==> src/rtl/pico_pkg.sv <==
// rtl/pico_pkg.sv - pico core shared types plus decode-stage state enum and opcode helpers
package pico_pkg;

  typedef enum logic [4:0] {
    OP_ADD  = 5'h00, OP_MUL  = 5'h01, OP_AND  = 5'h02, OP_OR   = 5'h03,
    OP_XOR  = 5'h04, OP_NOT  = 5'h05, OP_SUB  = 5'h08, OP_BEQ  = 5'h09,
    OP_BNE  = 5'h0a, OP_HALT = 5'h0f, OP_ADDI = 5'h10, OP_MULI = 5'h11,
    OP_ANDI = 5'h12, OP_ORI  = 5'h13, OP_XORI = 5'h14, OP_NOTI = 5'h15,
    OP_SUBI = 5'h18
  } opCode;

  typedef enum logic [2:0] {
    F_ADD = 3'd0, F_MUL = 3'd1, F_AND = 3'd2, F_OR = 3'd3,
    F_XOR = 3'd4, F_NOT = 3'd5, F_SUB = 3'd6, F_PASS = 3'd7
  } funcALU;

  typedef enum logic [1:0] {
    INCREMENT = 2'd0, RELATIVE = 2'd1, ABSOLUTE = 2'd2, HALTCOUNT = 2'd3
  } modePC;

  typedef struct packed {
    logic zero;
  } flagsALU;

  typedef enum logic [1:0] {S_RUN, S_BRANCH, S_MUL, S_HALT} decState;

  function automatic logic is_wr_op(opCode op);
    case (op)
      OP_ADD, OP_SUB, OP_MUL, OP_AND, OP_OR, OP_XOR, OP_NOT,
      OP_ADDI, OP_SUBI, OP_MULI, OP_ANDI, OP_ORI, OP_XORI, OP_NOTI: return 1'b1;
      default: return 1'b0;
    endcase
  endfunction

  function automatic logic is_branch(opCode op);
    return (op == OP_BEQ) || (op == OP_BNE);
  endfunction

  function automatic logic is_mul(opCode op);
    return (op == OP_MUL) || (op == OP_MULI);
  endfunction

  // Ops that travel on to execute; HALT and unknown encodings stop here.
  function automatic logic is_fwd_op(opCode op);
    return is_wr_op(op) || is_branch(op);
  endfunction

endpackage

==> src/rtl/dec_scoreboard.sv <==
// rtl/dec_scoreboard.sv - busy bit per register; issue set beats writeback clear, r0 never busy
module dec_scoreboard #(
  parameter int NUM_REGS = 16,
  parameter int RA_W     = $clog2(NUM_REGS)
) (
  input  logic                clk_i,
  input  logic                rst_i,
  input  logic                set_en_i,
  input  logic [RA_W-1:0]     set_addr_i,
  input  logic                clr_en_i,
  input  logic [RA_W-1:0]     clr_addr_i,
  output logic [NUM_REGS-1:0] busy_o
);

  logic [NUM_REGS-1:0] busy_q, busy_d;

  always_comb begin
    busy_d = busy_q;
    if (clr_en_i) busy_d[clr_addr_i] = 1'b0;
    if (set_en_i) busy_d[set_addr_i] = 1'b1;
    busy_d[0] = 1'b0;
  end

  always_ff @(posedge clk_i) begin
    if (rst_i) busy_q <= '0;
    else       busy_q <= busy_d;
  end

  assign busy_o = busy_q;

endmodule

==> src/rtl/dec_pipe.sv <==
// rtl/dec_pipe.sv - registered decode stage with hazard scoreboard and PC-control FSM
// Optional feature macro: DEC_MUL_MULTICYCLE_EN (multi-cycle MUL/MULI occupancy).
module dec_pipe
  import pico_pkg::*;
#(
  parameter int NUM_REGS = 16,
  parameter int RA_W     = $clog2(NUM_REGS),
  parameter int MUL_LAT  = 3
) (
  input  logic            clk_i,
  input  logic            rst_i,
  input  logic            inst_valid_i,
  output logic            inst_ready_o,
  input  opCode           op_code_i,
  input  logic [RA_W-1:0] rd_i,
  input  logic [RA_W-1:0] rs_i,
  input  logic [RA_W-1:0] rt_i,
  output logic            ex_valid_o,
  input  logic            ex_ready_i,
  output opCode           ex_op_o,
  output funcALU          ex_func_alu_o,
  output logic            ex_a_imm_alu_o,
  output logic            ex_wr_en_rf_o,
  output logic [RA_W-1:0] ex_rd_o,
  output logic [RA_W-1:0] ex_rs_o,
  output logic [RA_W-1:0] ex_rt_o,
  input  logic            wb_valid_i,
  input  logic [RA_W-1:0] wb_addr_i,
  input  logic            flags_valid_i,
  input  flagsALU         flags_alu_i,
  output modePC           mode_pc_o,
  output logic            flush_o,
  output logic            halt_core_o,
  output logic            illegal_o
);

  if (MUL_LAT < 2) begin : g_mul_lat_check
    $error("MUL_LAT must be at least 2");
  end

  decState state_q, state_d;
  logic is_bne_q, is_bne_d, illegal_q, illegal_d;
`ifdef DEC_MUL_MULTICYCLE_EN
  localparam int CntW = $clog2(MUL_LAT);
  logic [CntW-1:0] mul_cnt_q, mul_cnt_d;
`endif

  logic ex_valid_q, ex_valid_d, ex_imm_q, ex_imm_d, ex_wr_q, ex_wr_d;
  opCode ex_op_q, ex_op_d;
  funcALU ex_func_q, ex_func_d;
  logic [RA_W-1:0] ex_rd_q, ex_rd_d, ex_rs_q, ex_rs_d, ex_rt_q, ex_rt_d;

  logic [NUM_REGS-1:0] busy;
  logic fwd, hazard, out_free, issue, taken;

  // Immediate forms carry op[4]; they never read rt.
  always_comb begin
    fwd          = is_fwd_op(op_code_i);
    hazard       = fwd & (busy[rs_i] | (~op_code_i[4] & busy[rt_i]) |
                          (is_wr_op(op_code_i) & busy[rd_i]));
    out_free     = ~ex_valid_q | ex_ready_i;
    inst_ready_o = ~(inst_valid_i & hazard) & out_free & (state_q == S_RUN);
    issue        = inst_valid_i & inst_ready_o;
    taken        = (state_q == S_BRANCH) & flags_valid_i & (flags_alu_i.zero ^ is_bne_q);
  end

  dec_scoreboard #(.NUM_REGS(NUM_REGS), .RA_W(RA_W)) u_scoreboard (
    .clk_i      (clk_i),
    .rst_i      (rst_i),
    .set_en_i   (issue & is_wr_op(op_code_i)),
    .set_addr_i (rd_i),
    .clr_en_i   (wb_valid_i),
    .clr_addr_i (wb_addr_i),
    .busy_o     (busy)
  );

  always_ff @(posedge clk_i) begin
    if (rst_i) begin
      state_q   <= S_RUN;
      is_bne_q  <= 1'b0;
      illegal_q <= 1'b0;
`ifdef DEC_MUL_MULTICYCLE_EN
      mul_cnt_q <= '0;
`endif
    end else begin
      state_q   <= state_d;
      is_bne_q  <= is_bne_d;
      illegal_q <= illegal_d;
`ifdef DEC_MUL_MULTICYCLE_EN
      mul_cnt_q <= mul_cnt_d;
`endif
    end
  end

  always_comb begin
    state_d   = state_q;
    is_bne_d  = is_bne_q;
    illegal_d = illegal_q;
`ifdef DEC_MUL_MULTICYCLE_EN
    mul_cnt_d = mul_cnt_q;
`endif
    case (state_q)
      S_RUN: begin
        if (issue) begin
          if (!fwd) begin
            state_d   = S_HALT;
            illegal_d = (op_code_i != OP_HALT);
          end else if (is_branch(op_code_i)) begin
            state_d  = S_BRANCH;
            is_bne_d = (op_code_i == OP_BNE);
          end
`ifdef DEC_MUL_MULTICYCLE_EN
          else if (is_mul(op_code_i)) begin
            state_d   = S_MUL;
            mul_cnt_d = CntW'(MUL_LAT - 1);
          end
`endif
        end
      end
      S_BRANCH: if (flags_valid_i) state_d = S_RUN;
`ifdef DEC_MUL_MULTICYCLE_EN
      // Leave as the counter hits zero so the next op issues MUL_LAT cycles after the MUL.
      S_MUL: begin
        mul_cnt_d = mul_cnt_q - CntW'(1);
        if (mul_cnt_q == CntW'(1)) state_d = S_RUN;
      end
`endif
      default: ;
    endcase
  end

  always_comb begin
    mode_pc_o   = INCREMENT;
    flush_o     = 1'b0;
    halt_core_o = (state_q == S_HALT);
    illegal_o   = illegal_q;
    if (state_q == S_HALT) mode_pc_o = HALTCOUNT;
    else if (taken) begin
      mode_pc_o = RELATIVE;
      flush_o   = 1'b1;
    end
  end

  always_comb begin
    ex_valid_d = ex_valid_q;
    ex_op_d    = ex_op_q;
    ex_func_d  = ex_func_q;
    ex_imm_d   = ex_imm_q;
    ex_wr_d    = ex_wr_q;
    ex_rd_d    = ex_rd_q;
    ex_rs_d    = ex_rs_q;
    ex_rt_d    = ex_rt_q;
    if (out_free) ex_valid_d = issue & fwd;
    if (issue & fwd) begin
      ex_op_d   = op_code_i;
      ex_func_d = op_code_i[3] ? F_SUB : funcALU'(op_code_i[2:0]);
      ex_imm_d  = op_code_i[4];
      ex_wr_d   = is_wr_op(op_code_i);
      ex_rd_d   = rd_i;
      ex_rs_d   = rs_i;
      ex_rt_d   = rt_i;
    end
  end

  always_ff @(posedge clk_i) begin
    if (rst_i) begin
      ex_valid_q <= 1'b0;
      ex_op_q    <= OP_ADD;
      ex_func_q  <= F_ADD;
      ex_imm_q   <= 1'b0;
      ex_wr_q    <= 1'b0;
      ex_rd_q    <= '0;
      ex_rs_q    <= '0;
      ex_rt_q    <= '0;
    end else begin
      ex_valid_q <= ex_valid_d;
      ex_op_q    <= ex_op_d;
      ex_func_q  <= ex_func_d;
      ex_imm_q   <= ex_imm_d;
      ex_wr_q    <= ex_wr_d;
      ex_rd_q    <= ex_rd_d;
      ex_rs_q    <= ex_rs_d;
      ex_rt_q    <= ex_rt_d;
    end
  end

  assign ex_valid_o     = ex_valid_q;
  assign ex_op_o        = ex_op_q;
  assign ex_func_alu_o  = ex_func_q;
  assign ex_a_imm_alu_o = ex_imm_q;
  assign ex_wr_en_rf_o  = ex_wr_q;
  assign ex_rd_o        = ex_rd_q;
  assign ex_rs_o        = ex_rs_q;
  assign ex_rt_o        = ex_rt_q;

endmodule
==> config.mk <==
export PLATFORM = sky130hd
export DESIGN_NAME = dec_pipe
export DESIGN_NICKNAME = d
export VERILOG_FILES = /design/src/rtl/pico_pkg.sv /design/src/rtl/dec_scoreboard.sv /design/src/rtl/dec_pipe.sv
export SDC_FILE = /design/constraint.sdc
export NUM_CORES = 1
export LEC_CHECK = 0
export BUFFER_PORTS_ARGS = -buffer_cell sky130_fd_sc_hd__buf_2
export CAP_MARGIN = 30
export CORE_ASPECT_RATIO = 1.75
export CORE_MARGIN = 8
export CORE_UTILIZATION = 48
export DETAILED_ROUTE_END_ITERATION = 8
export PLACE_DENSITY_LB_ADDON = 0.25
export SLEW_MARGIN = 20
export SYNTH_ARGS = -nofsm -noshare
export SYNTH_HDL_FRONTEND = slang
export SYNTH_SLANG_ARGS = --single-unit
==> constraint.sdc <==
create_clock -name clk_i -period 2.5 [get_ports clk_i]
set_clock_uncertainty 0.15 [all_clocks]
set_input_delay 0.125 -clock clk_i [delete_from_list [all_inputs] [get_ports clk_i]]
set_output_delay 0.125 -clock clk_i [all_outputs]
set_load 0.02 [all_outputs]
Yosys cells after proc, flatten, opt, wreduce, memory -nomap -nowiden

Memories as Yosys holds them, arrays and structs flattened. A register that Yosys moved wholly into a read port is not among the register bits.
Index checks and enable logic that the tools add are counted.

Flip-flop bits (word level): 42
Output and inout port bits: 29
Bits in read-only memories: 128
Memories kept: 4
Input port bits: 28

Memory list:

| memory           | words | width | rd ports | clocked after memory_dff | wr ports | line           | RTL |
|---|---|---|---|---|---|---|---|
| (name not given) | 32    | 1     | 1        | 1                        | 0        | pico_pkg.sv:28 | `case (op)` |
| (name not given) | 32    | 1     | 1        | 0                        | 0        | pico_pkg.sv:28 |  |
| (name not given) | 32    | 1     | 1        | 0                        | 0        | pico_pkg.sv:28 |  |
| (name not given) | 32    | 1     | 1        | 0                        | 0        | pico_pkg.sv:28 |  |

Magnitude comparators: 6
Bitwise gates (word level): 22
Reductions and logical operators: 9
Muxes and demuxes: 22
Equality and inequality tests: 8

Operator list:

| operator                                                              | number |
|---|---|
| 16-bit 2-to-1 mux                                                     | 2 |
| 4-bit by 5-bit < comparator with 1-bit output, second input constant  | 4 |
| 16-bit AND                                                            | 1 |
| 16-bit NOT                                                            | 1 |
| 16-bit bitwise OR                                                     | 1 |
| 1-bit binary-select mux with 4-bit select                             | 3 |
| 1-bit AND                                                             | 11 |
| 5-bit by 4-bit equality test with 1-bit output, second input constant | 2 |
| 2-bit 2-to-1 mux                                                      | 5 |
| 1-bit demux with 4-bit select                                         | 2 |
| 4-bit by 1-bit >= comparator with 1-bit output, second input constant | 2 |
| 1-bit 2-to-1 mux                                                      | 8 |
| 4-bit AND reduction                                                   | 2 |
| 5-bit by 4-bit != test with 1-bit output, second input constant       | 1 |
| 2-bit != test, second input constant                                  | 2 |
| 1-bit NOT                                                             | 4 |
| 2-bit one-hot mux with 2 select lines                                 | 1 |
| 3-bit 2-to-1 mux                                                      | 1 |
| 3-bit by 2-bit != test with 1-bit output, second input constant       | 1 |
| 1-bit bitwise OR                                                      | 3 |
| 3-bit AND reduction                                                   | 1 |
| 2-bit by 1-bit equality test with 1-bit output, second input constant | 1 |
| 2-bit equality test, second input constant                            | 1 |
| 1-bit logical AND                                                     | 2 |
| 4 further kinds                                                       | 5 |

Depth between registers and ports, before layout

Gate-level depths: netlist of run 1.

Word-level depth: 13
Mapped depth: 8
Mapped depth without buffers: 6

Modules after synthesis

A second synthesis of run 1 with hierarchy kept.

Cells, all modules: 254
Area, all modules: 2239.6 um^2

Modules (own cells, without submodules):

| module         | times used | seq. area each (um^2) | cells each | area each (um^2) |
|---|---|---|---|---|
| dec_pipe       | 1          | 520.5                 | 188        | 1627.8 |
| dec_scoreboard | 1          | 300.3                 | 66         | 611.8 |

Worst setup path after synthesis of run 1

Ideal clock, no wire load.

Kind: register to register
From: register u_scoreboard.busy_q[11] (netlist: u_scoreboard.busy_o[11])
To: register ex_func_q[0] (netlist: ex_func_alu_o[0])
Library setup time: 0.070 ns
Path buffers: 0
Cell stages (with the launch flop): 7
Path slack: 0.176 ns
Arrival time: 2.103 ns
Data required time: 2.280 ns
Path through: dfxtp_1 -> mux4_1 -> mux2i_1 -> mux2i_2 -> or4_4 -> or4_1 -> a21oi_1

Word-level cells in the longest chain between the ends: 12
Elaborated cells between the ends (all ways): 17
Classes of those cells: 6 x mux; 11 x bitwise

RTL lines:

| item                                      | line                 | RTL |
|---|---|---|
| from (decl)                               | dec_scoreboard.sv:15 | `logic [NUM_REGS-1:0] busy_q, busy_d;` |
| from (signal assigned)                    | dec_scoreboard.sv:26 | `else busy_q <= busy_d;` |
| 1-bit binary-select mux with 4-bit select | dec_pipe.sv:59       | `hazard = fwd & (busy[rs_i] \| (~op_code_i[4] & busy[rt_i]) \|` |
| 1-bit 2-to-1 mux (not written as such)    | dec_pipe.sv:59       |  |
| 1-bit AND                                 | dec_pipe.sv:59       |  |
| 1-bit bitwise OR                          | dec_pipe.sv:59       |  |
| 1-bit bitwise OR (*)                      | dec_pipe.sv:59       |  |
| 1-bit AND (*)                             | dec_pipe.sv:59       |  |
| 1-bit AND (*)                             | dec_pipe.sv:62       | `inst_ready_o = ~(inst_valid_i & hazard) & out_free & (state_q == S_RUN);` |
| 1-bit NOT (*)                             | dec_pipe.sv:62       |  |
| 1-bit AND (*) (2 in a row)                | dec_pipe.sv:62       |  |
| 1-bit AND (*)                             | dec_pipe.sv:63       | `issue = inst_valid_i & inst_ready_o;` |
| 1-bit AND (*)                             | dec_pipe.sv:154      | `if (issue & fwd) begin` |
| to (signal assigned)                      | dec_pipe.sv:178      | `ex_func_q <= ex_func_d;` |
| to (decl)                                 | dec_pipe.sv:50       | `funcALU ex_func_q, ex_func_d;` |

Every way passes the cells marked *; elsewhere a longest branch is shown, timed or not. The select of a mux whose other input is x is not followed.
A chain may end at the register's enable or synchronous reset.

Worst setup path in the final report of run 1

From: register u_scoreboard.busy_q[8] (netlist: u_scoreboard.busy_o[8])
To: output port inst_ready_o

Word-level cells in the longest chain between the ends: 10
Elaborated cells between the ends (all ways): 15
Classes of those cells: 6 x mux; 9 x bitwise

RTL lines:

| item                                      | line           | RTL |
|---|---|---|
| 1-bit binary-select mux with 4-bit select | dec_pipe.sv:59 |  |
| 1-bit 2-to-1 mux (not written as such)    | dec_pipe.sv:59 |  |
| 1-bit AND                                 | dec_pipe.sv:59 |  |
| 1-bit bitwise OR                          | dec_pipe.sv:59 |  |
| 1-bit bitwise OR (*)                      | dec_pipe.sv:59 |  |
| 1-bit AND (*)                             | dec_pipe.sv:59 |  |
| 1-bit AND (*)                             | dec_pipe.sv:62 |  |
| 1-bit NOT (*)                             | dec_pipe.sv:62 |  |
| 1-bit AND (*) (2 in a row)                | dec_pipe.sv:62 |  |
| to (decl)                                 | dec_pipe.sv:13 | `output logic inst_ready_o,` |

Marked as above.

==> results list, run 1 <==
* Critical setup path kind: flip-flop to output port
* Largest stage delay on the critical path: 0.54 ns
* Post-route clock period utilization: 97.7%
* Number of buffers inserted by port buffering: 56
- The slowest stage of the critical path is the mux4_1 cell.
* Maximum number of pins on one net before global-route repair: 40
* Root Buffer: clkbuf_8
- Number of instances in the synthesized netlist: 281
- After detailed routing, the number of vias per cell comes to 6.25.
- After clock tree synthesis, the clock-pin slew on the worst setup and hold paths is 0.08 ns.
* Max-Cap Viols: 0
- The worst setup path is captured at an output port.
- TritonCTS built the clock tree.
* Post-Syn Nets: 309
- Placed standard-cell area: 2660 sq um
- Dividing total power by cell area gives a power density of 544 nW/um^2.
* Total setup violations reported at the end of the flow: 0
- Sequential elements use 35.7% of the synthesized area.
- Number of levels the H-tree was split into: 2
* Number of global-route vias before repair: 2,547
* Overall routed net length: 7380 um
- Highest net fanout along the worst path: 4
* Type of element launching the critical path: flip-flop
- Global-route wire length before repair: 11,700 um
- Data arrives at the worst endpoint at 2.17 ns.
* RSZ-0062 raised after global routing: yes
* Total congestion overflow: 0
- Min cycle time layout: 2.44 ns
- Of all flip-flops after synthesis, the portion carrying an async set or reset was 0%.
- Total area of multi-input combinational cells: 1430 sq um
* Synthesized-area fraction occupied by ao, oa, aoi and oai cells: 21.6%
- Total inserted antenna cells: 0
- Fraction of final layout cells with drive strength greater than 1: 31.1%
- Of the total synthesized cell area, the portion taken by AND, OR, NAND and NOR gates is 24.7%.
- Clk_lat worst skew: 0.29 ns
- DRC violation count after routing: 0
- dfxtp_1 takes more of the synthesized area than any other cell.
- The synthesized netlist occupies a cell area of 2300 sq um.
* Post-Route Setup TNS: 0 ns
- The endpoint identified for the worst register-to-register timing path is ex_func_alu_o[0]$_SDFFE_PP0P_.
- The die covers 7350 sq um.
- Before antenna repair, the detailed router went through 5 iterations.
- Grouping stages by cell kind, the critical path spends the most delay in multiplexers.
* Combinational share of power: 21.3%
* Launch point of the worst hold path: rt_i[1]
* P_sw: 0.467 mW
* Cell-internal power: 1.14 mW
* Count of pins over their slew limit: 0
- Syn avg cell area: 8.19 sq um
- During I/O placement, the number of pins put on the boundary was 57.
- Counting along the longest clock path gives a buffer depth of 2.
* Storage cell area: 825 sq um
* Depth of the worst hold-timing path: 3
- The design draws 1.60 mW.
* Max transition margin: 65.4%
* Combinational family with the most area after synthesis: simple AND/OR/NAND/NOR gates
- The clock net in this run drives a total of 41 sinks.
- Post-synth top cells: 41 x dfxtp_1, 35 x nand2_1, 32 x nand3_1, 29 x a21oi_1, 22 x o21ai_0
* Worst EP required: 2.23 ns
* Fill cell instance count of the final layout: 429
* Total of warnings raised by yosys: 0
* Detailed-route via count: 2,492
- Cell with the most instances after synthesis: dfxtp_1
* Area share of the largest cell type after synthesis: 35.7%
- After synthesis, the netlist uses 46 different library cells.
- Counting flops with a built-in enable in the synthesized netlist gives 0.
- In the synthesized netlist the dominant register cell turns out to be dfxtp_1.
- VDD sags by at most 0.444 mV.
* Xor-xnor portion of the synthesized cell area: 0.761%
- Core Rows: 33
- Traced cell by cell, the critical path runs through buf_4, mux2i_1, mux4_1, mux2i_4, nor2_1, a21oi_2, a21oi_1, buf_2.
* Top achievable clock speed: 409 MHz
- The final hold violation count was 0.
* Clock Power Share: 35.0%
- Cts bufs inserted: 5
- Nets@finish: 374
- Global Route Usage Sum: 20.4%
* Endpoint with the worst hold slack: ex_rt_o[1]$_SDFFE_PP0P_
- Once layout is done, the placed cells without fillers occupy 2950 sq um.
- Run status: complete, no violations
- Post-DRT Antenna Nets: 0
- Origin of the critical flop-to-flop path: u_scoreboard.busy_o[3]$_SDFF_PP0_
- Counting flops and latches in the post-synthesis netlist gives 41.
- Measured in cells, the most critical reg-to-reg path has a length of 6.
- The detailed router finished its first iteration with 162 violations.
* Type of the worst min-delay path: primary input to flip-flop
- Leakage: 1.14 nW
- Net switching fraction of the power: 29.1%
* Die outline width: 68.3 um
* Transition time of the tightest slew-check pin: 0.515 ns
* Initial antenna violation count: 0
- In the final routed layout, each cell accounts on average for 18.5 um.
* Largest cells by area after synthesis: dfxtp_1 36%, nand3_1 7.0%, a21oi_1 6.3%
- At the end of routability-driven placement, the weighted congestion stood at 0.921.
* Standard cell core area: 4670 sq um
- In this run the register-to-register setup slack is 0.08 ns.
* Worst Path Buf+Inv: 2
* Initial core utilization: 49.3%
- Half-perimeter wire length of the detailed placement result: 5490 um
- From synthesis to final layout, the design area changed by 28.2%.
- Adder-cell share of the synthesized area: 0%
- Part of the total power dissipated in sequential elements: 43.7%
* Chip Height: 108 um
* Multiplexer share of the synthesized area: 11.9%
[cell usage in the layout (no fill, tap or decap), types with 2 or more instances in the layout]
master         instances
o32ai_2                2
nor3b_1                2
nand3b_1               2
buf_2                 56
nand4_1                2
dfxtp_2                3
o32ai_1               11
mux2_2                 3
nor4_1                 3
dfxtp_1               38
nor2b_1                7
mux2i_1                7
nand2b_1               4
and2_1                 2
nand2_1               35
nor3_1                 3
inv_1                  4
nor2_1                 9
nor4_2                 2
buf_4                 19
clkbuf_8               6
nand3_1               32
o22a_1                 2
and3_1                 4
o21ai_0               22
mux2i_4                2
dlygate4sd3_1          7
mux4_2                 5
xor2_1                 2
a21oi_1               28
[worst register-to-register path, cell delays in order, from the launching register on]
cell and delay, ns:
dfxtp_1 0.34, mux4_2 0.50, mux2i_4 0.18, mux2i_4 0.11, or4_4 0.53, or4_1 0.42, a21oi_1 0.13
[cells by family after synthesis]
family / count (synthesis)
compound gates: 78
mux: 18
buf+inv: 29
flops: 41
simple gates: 113
xor+xnor: 2
[worst max-delay path by stage]
stage                                               to                                from  cells after the start  slack [ns]
floorplan                ex_func_alu_o[0]$_SDFFE_PP0P_  u_scoreboard.busy_o[11]$_SDFF_PP0_                      6        0.18
global placement    u_scoreboard.busy_o[15]$_SDFF_PP0_                             rs_i[0]                      8        0.02
detailed placement       ex_func_alu_o[0]$_SDFFE_PP0P_                             rs_i[0]                      7       -0.03
CTS                      ex_func_alu_o[0]$_SDFFE_PP0P_   u_scoreboard.busy_o[2]$_SDFF_PP0_                      6       0.006
global route             ex_func_alu_o[0]$_SDFFE_PP0P_   u_scoreboard.busy_o[3]$_SDFF_PP0_                      7      -0.007
finish                                    inst_ready_o   u_scoreboard.busy_o[8]$_SDFF_PP0_                      8        0.06
[metal layers]
metal  vias to the layer above  track usage (%)  share of wire [%]
li1                       1178                -                  -
met1                      1180             19.9                 35
met2                       102             37.4                 54
met3                        32             3.13                5.6
met4                         0             13.1                5.6
met5                         -                0                  0
[layout make-up]
cell class | count | share of cell area, %
inverter | 5 | 0.636
sequential | 41 | 28.0
multi-input combinational | 211 | 48.4
clock buffer | 6 | 2.80
tap | 52 | 2.21
timing repair buffer | 82 | 16.7
clock inverter | 2 | 1.27
[power by group through the flow]
stage	combinational, mW	clock [mW]	sequential (mW)
final	0.341	0.561	0.702
after CTS	0.332	0.572	0.702
after detailed placement	0.315	0	0.717
after floorplan	0.170	0	0.745
after global routing	0.368	0.594	0.706
after global placement	0.313	0	0.716
[what timing repair did]
item,CTS,global route
pin swaps,1,2
endpoints found under the setup margin,3,29
hold endpoints to repair,7,0
hold buffers,7,0
setup buffers,4,0
resized for setup,6,10
[stage by stage]
stage	util, %	setup WS [ns]	hold WS (ns)	std cells
floorplan	-	0.176	0.123	281
global placement	57.1	0.0153	0.259	380
detailed placement	57.1	-0.0275	0.267	380
CTS	62.2	0.00635	0.000449	399
global route	63.2	-0.00651	0.0121	399
finish	63.2	0.0566	0.0184	399
[state kept, by name, indices dropped and copies added, names as in the netlist, 2 cells and up]
signal and cells:
u_scoreboard.busy_o 15, ex_op_o 4, ex_rd_o 4, ex_rs_o 4, ex_rt_o 4, ex_func_alu_o 3
state_q 2
No activity file was read; power rests on OpenSTA's default activity.
==> inputs of run 2 (changes only) <==
--- a/config.mk
+++ b/config.mk
@@ -7,9 +7,11 @@
 export LEC_CHECK = 0
 export BUFFER_PORTS_ARGS = -buffer_cell sky130_fd_sc_hd__buf_2
 export CAP_MARGIN = 30
+export CELL_PAD_IN_SITES_DETAIL_PLACEMENT = 1
+export CELL_PAD_IN_SITES_GLOBAL_PLACEMENT = 2
 export CORE_ASPECT_RATIO = 1.75
 export CORE_MARGIN = 8
-export CORE_UTILIZATION = 48
+export CORE_UTILIZATION = 27
 export DETAILED_ROUTE_END_ITERATION = 8
 export PLACE_DENSITY_LB_ADDON = 0.25
 export SLEW_MARGIN = 20
==> run 2 against run 1 <==
  * Clock-buffer cell count increased by 1
  * Global-route usage shrank 6.1 points
  * Routed wire length up 17%
  * Fmax shrank 1.8%
  * Clock power up 35%
  * Register-to-register slack worse by 0.06 ns
  * Cell area up 5.8%
  * Hold slack worse by 0.011 ns
  * Core utilization fell by 26 points
  * Sequential cell count is the same
  * Via count shrank 2.0%
  * Critical endpoint unchanged
  * Largest power group is now clock
  * Highest routed layer unchanged
==> results list, run 2 (synthesis gave the netlist of run 1 again) <==
- Peak ir drop on the vdd network: 0.245 mV
- The most critical setup path has its endpoint at inst_ready_o.
- Routed length on met3: 372 um
- Global Route Usage Sum: 14.4%
* Post-route clock period utilization: 99.6%
* Family of cells with the greatest summed delay on the critical path: multiplexers
* Most used cells in the layout excluding fill and tap cells: 56 x buf_2, 37 x dfxtp_1, 35 x nand2_1
- Initial core utilization: 27.7%
- Entering global routing, the biggest net connects 40 pins.
- For flop-to-flop paths, the worst setup slack is 0.02 ns.
- Counting buffers and inverters, the worst setup path is 8 cells deep.
* Chip Height: 138 um
- The die covers 11,800 sq um.
- Relative to the synthesized area, the layout overhead comes to 35.6%.
- The cell sitting at the root of the clock tree is a clkbuf_16.
* Max-Cap Viols: 0
- Detailed-routing iteration count for the pre-antenna-repair pass: 4
- The H-tree was split into 2 levels.
- After detailed routing, the wire length on met1 is 3080 um.
* Overall routed net length: 8610 um
- Critical path's most frequent cell: buf_4
- Origin of the critical flop-to-flop path: u_scoreboard.busy_o[7]$_SDFF_PP0_
- Clk_lat worst skew: 0.28 ns
- The largest single stage delay on the critical path is 0.49 ns.
* Critical setup path kind: flip-flop to output port
- The detailed router finished its first iteration with 71 violations.
- The clock net in this run drives a total of 41 sinks.
- Leakage: 1.22 nW
* Storage cell area: 826 sq um
* Detailed-route via count: 2,442
* Total inserted antenna cells: 0
- Min cycle time layout: 2.49 ns
- The number of clock buffers added by TritonCTS is 5.
- Total setup violations reported at the end of the flow: 0
- Post-DRT Antenna Nets: 0
- The register with the most flip-flops in the layout has 15 of them.
- Max transition margin: 63.8%
- Highest layer used for signal routing: met4
* Drt via density: 5.21
* Run status: complete, no violations
- Core Rows: 44
* RSZ-0062 raised after global routing: yes
- The worst setup path is captured at an output port.
- Worst Path Buf+Inv: 2
- Standard cell core area: 8310 sq um
- Routability-driven placement finished with a final weighted congestion of 0.796.
- Counting along the longest clock path gives a buffer depth of 2.
* Number of global-route vias before repair: 2,634
- Type of element launching the critical path: flip-flop
- On the critical path, the stage with the largest delay is an instance of mux4_2.
- Total area of multi-input combinational cells: 1400 sq um
- Global-route wire length before repair: 13,400 um
* Half-perimeter wire length of the detailed placement result: 6730 um
* Fraction of final layout cells with drive strength greater than 1: 33.3%
- Walking the worst path, the cells encountered are mux2i_1, mux4_2, mux2i_2, buf_4, nor2_1, a21oi_2, a21oi_1, buf_4.
- After clock tree synthesis, the clock-pin slew on the worst setup and hold paths is 0.06 ns.
- Timing startpoint of the critical path: u_scoreboard.busy_o[12]$_SDFF_PP0_
- Fin util: 37.5%
* Number of cells on the worst reg-to-reg path: 6
- Count of pins over their slew limit: 0
- Commonest non-fill, non-tap cell in the layout: buf_2
- Length of routed met2 wiring: 4850 um
* Highest net fanout along the worst path: 4
* Routed length per instance: 18.4 um
- Based on the critical path, the design can be clocked at up to 402 MHz.
* Fill cell instance count of the final layout: 1,018
- Die outline width: 85.8 um
* Worst EP required: 2.23 ns
- During placement, the flow inserted port buffers numbering 56.
- In this run the power density over the cells is 585 nW/um^2.
- Transition time of the tightest slew-check pin: 0.538 ns
- Arrival time reported for the critical path endpoint: 2.21 ns
- The worst register-to-register path ends at ex_func_alu_o[0]$_SDFFE_PP0P_.
- The final hold violation count was 0.
- In the final design database the tool counted 381 nets.
- TritonCTS built the clock tree.
- Adding up every negative setup slack in the final design gives 0 ns.
* Type of the worst min-delay path: primary input to flip-flop
- 57 I/O pins were placed.
* DRC violation count after routing: 0
- Initial antenna violation count: 0
- Total congestion overflow: 0
-- run 2: final cells by class --
type,instances,area share (%)
clock inverter,1,0.963
tap,115,4.61
inverter,5,0.602
clock buffer,7,4.57
timing repair buffer,89,17.8
multi-input combinational,211,45.0
sequential,41,26.5
-- run 2: repair_timing --
item,in CTS,in global routing
hold endpoints to repair,4,0
hold buffers,4,0
setup endpoints to repair,1,21
pin swaps,0,4
gates cloned,0,1
gates resized for setup,3,22
setup buffers,0,1
-- run 2: how the worst min path moves through the flow --
stage | cells past startpoint | startpoint | slack, ns | end
after floorplan | 2 | op_code_i[4] | 0.12 | ex_a_imm_alu_o$_SDFFE_PP0P_
after global placement | 3 | rt_i[3] | 0.27 | ex_rt_o[3]$_SDFFE_PP0P_
after detailed placement | 3 | rt_i[3] | 0.27 | ex_rt_o[3]$_SDFFE_PP0P_
after CTS | 3 | op_code_i[4] | 0.002 | ex_a_imm_alu_o$_SDFFE_PP0P_
after global routing | 3 | op_code_i[0] | 0.03 | ex_op_o[0]$_SDFFE_PP0P_
final | 3 | op_code_i[4] | 0.008 | ex_a_imm_alu_o$_SDFFE_PP0P_
-- run 2: power by group --
part           total (mW)  internal, mW  switching, mW
sequential          0.703         0.685         0.0174
clock               0.758         0.499          0.259
combinational       0.364         0.139          0.225
total                1.82          1.32          0.501
-- run 2: worst reg2reg max path, delay by kind of cell (launching register included) --
family | cells | cell delay [ns]
simple gates | 2 | 1.02
compound gates | 1 | 0.12
flops | 1 | 0.32
mux | 3 | 0.81
-- run 2: metrics by stage --
step / setup WS, ns / instance area [sq um] / power [mW] / hold slack, ns / instances
after floorplan: 0.176 / 2300 / 0.915 / 0.123 / 281
after global placement: 0.0621 / 2840 / 1.06 / 0.270 / 455
after detailed placement: 0.0394 / 2840 / 1.06 / 0.274 / 455
after CTS: 0.00603 / 3060 / 1.83 / 0.00172 / 467
after global routing: -0.0630 / 3120 / 1.90 / 0.0282 / 469
final: 0.0110 / 3120 / 1.82 / 0.00750 / 469
-- run 2: layer usage --
metal / track usage [%] / vias up
li1: - / 1183
met1: 13.2 / 1181
met2: 27.4 / 59
met3: 3.38 / 19
met4: 7.99 / 0
met5: 0 / -
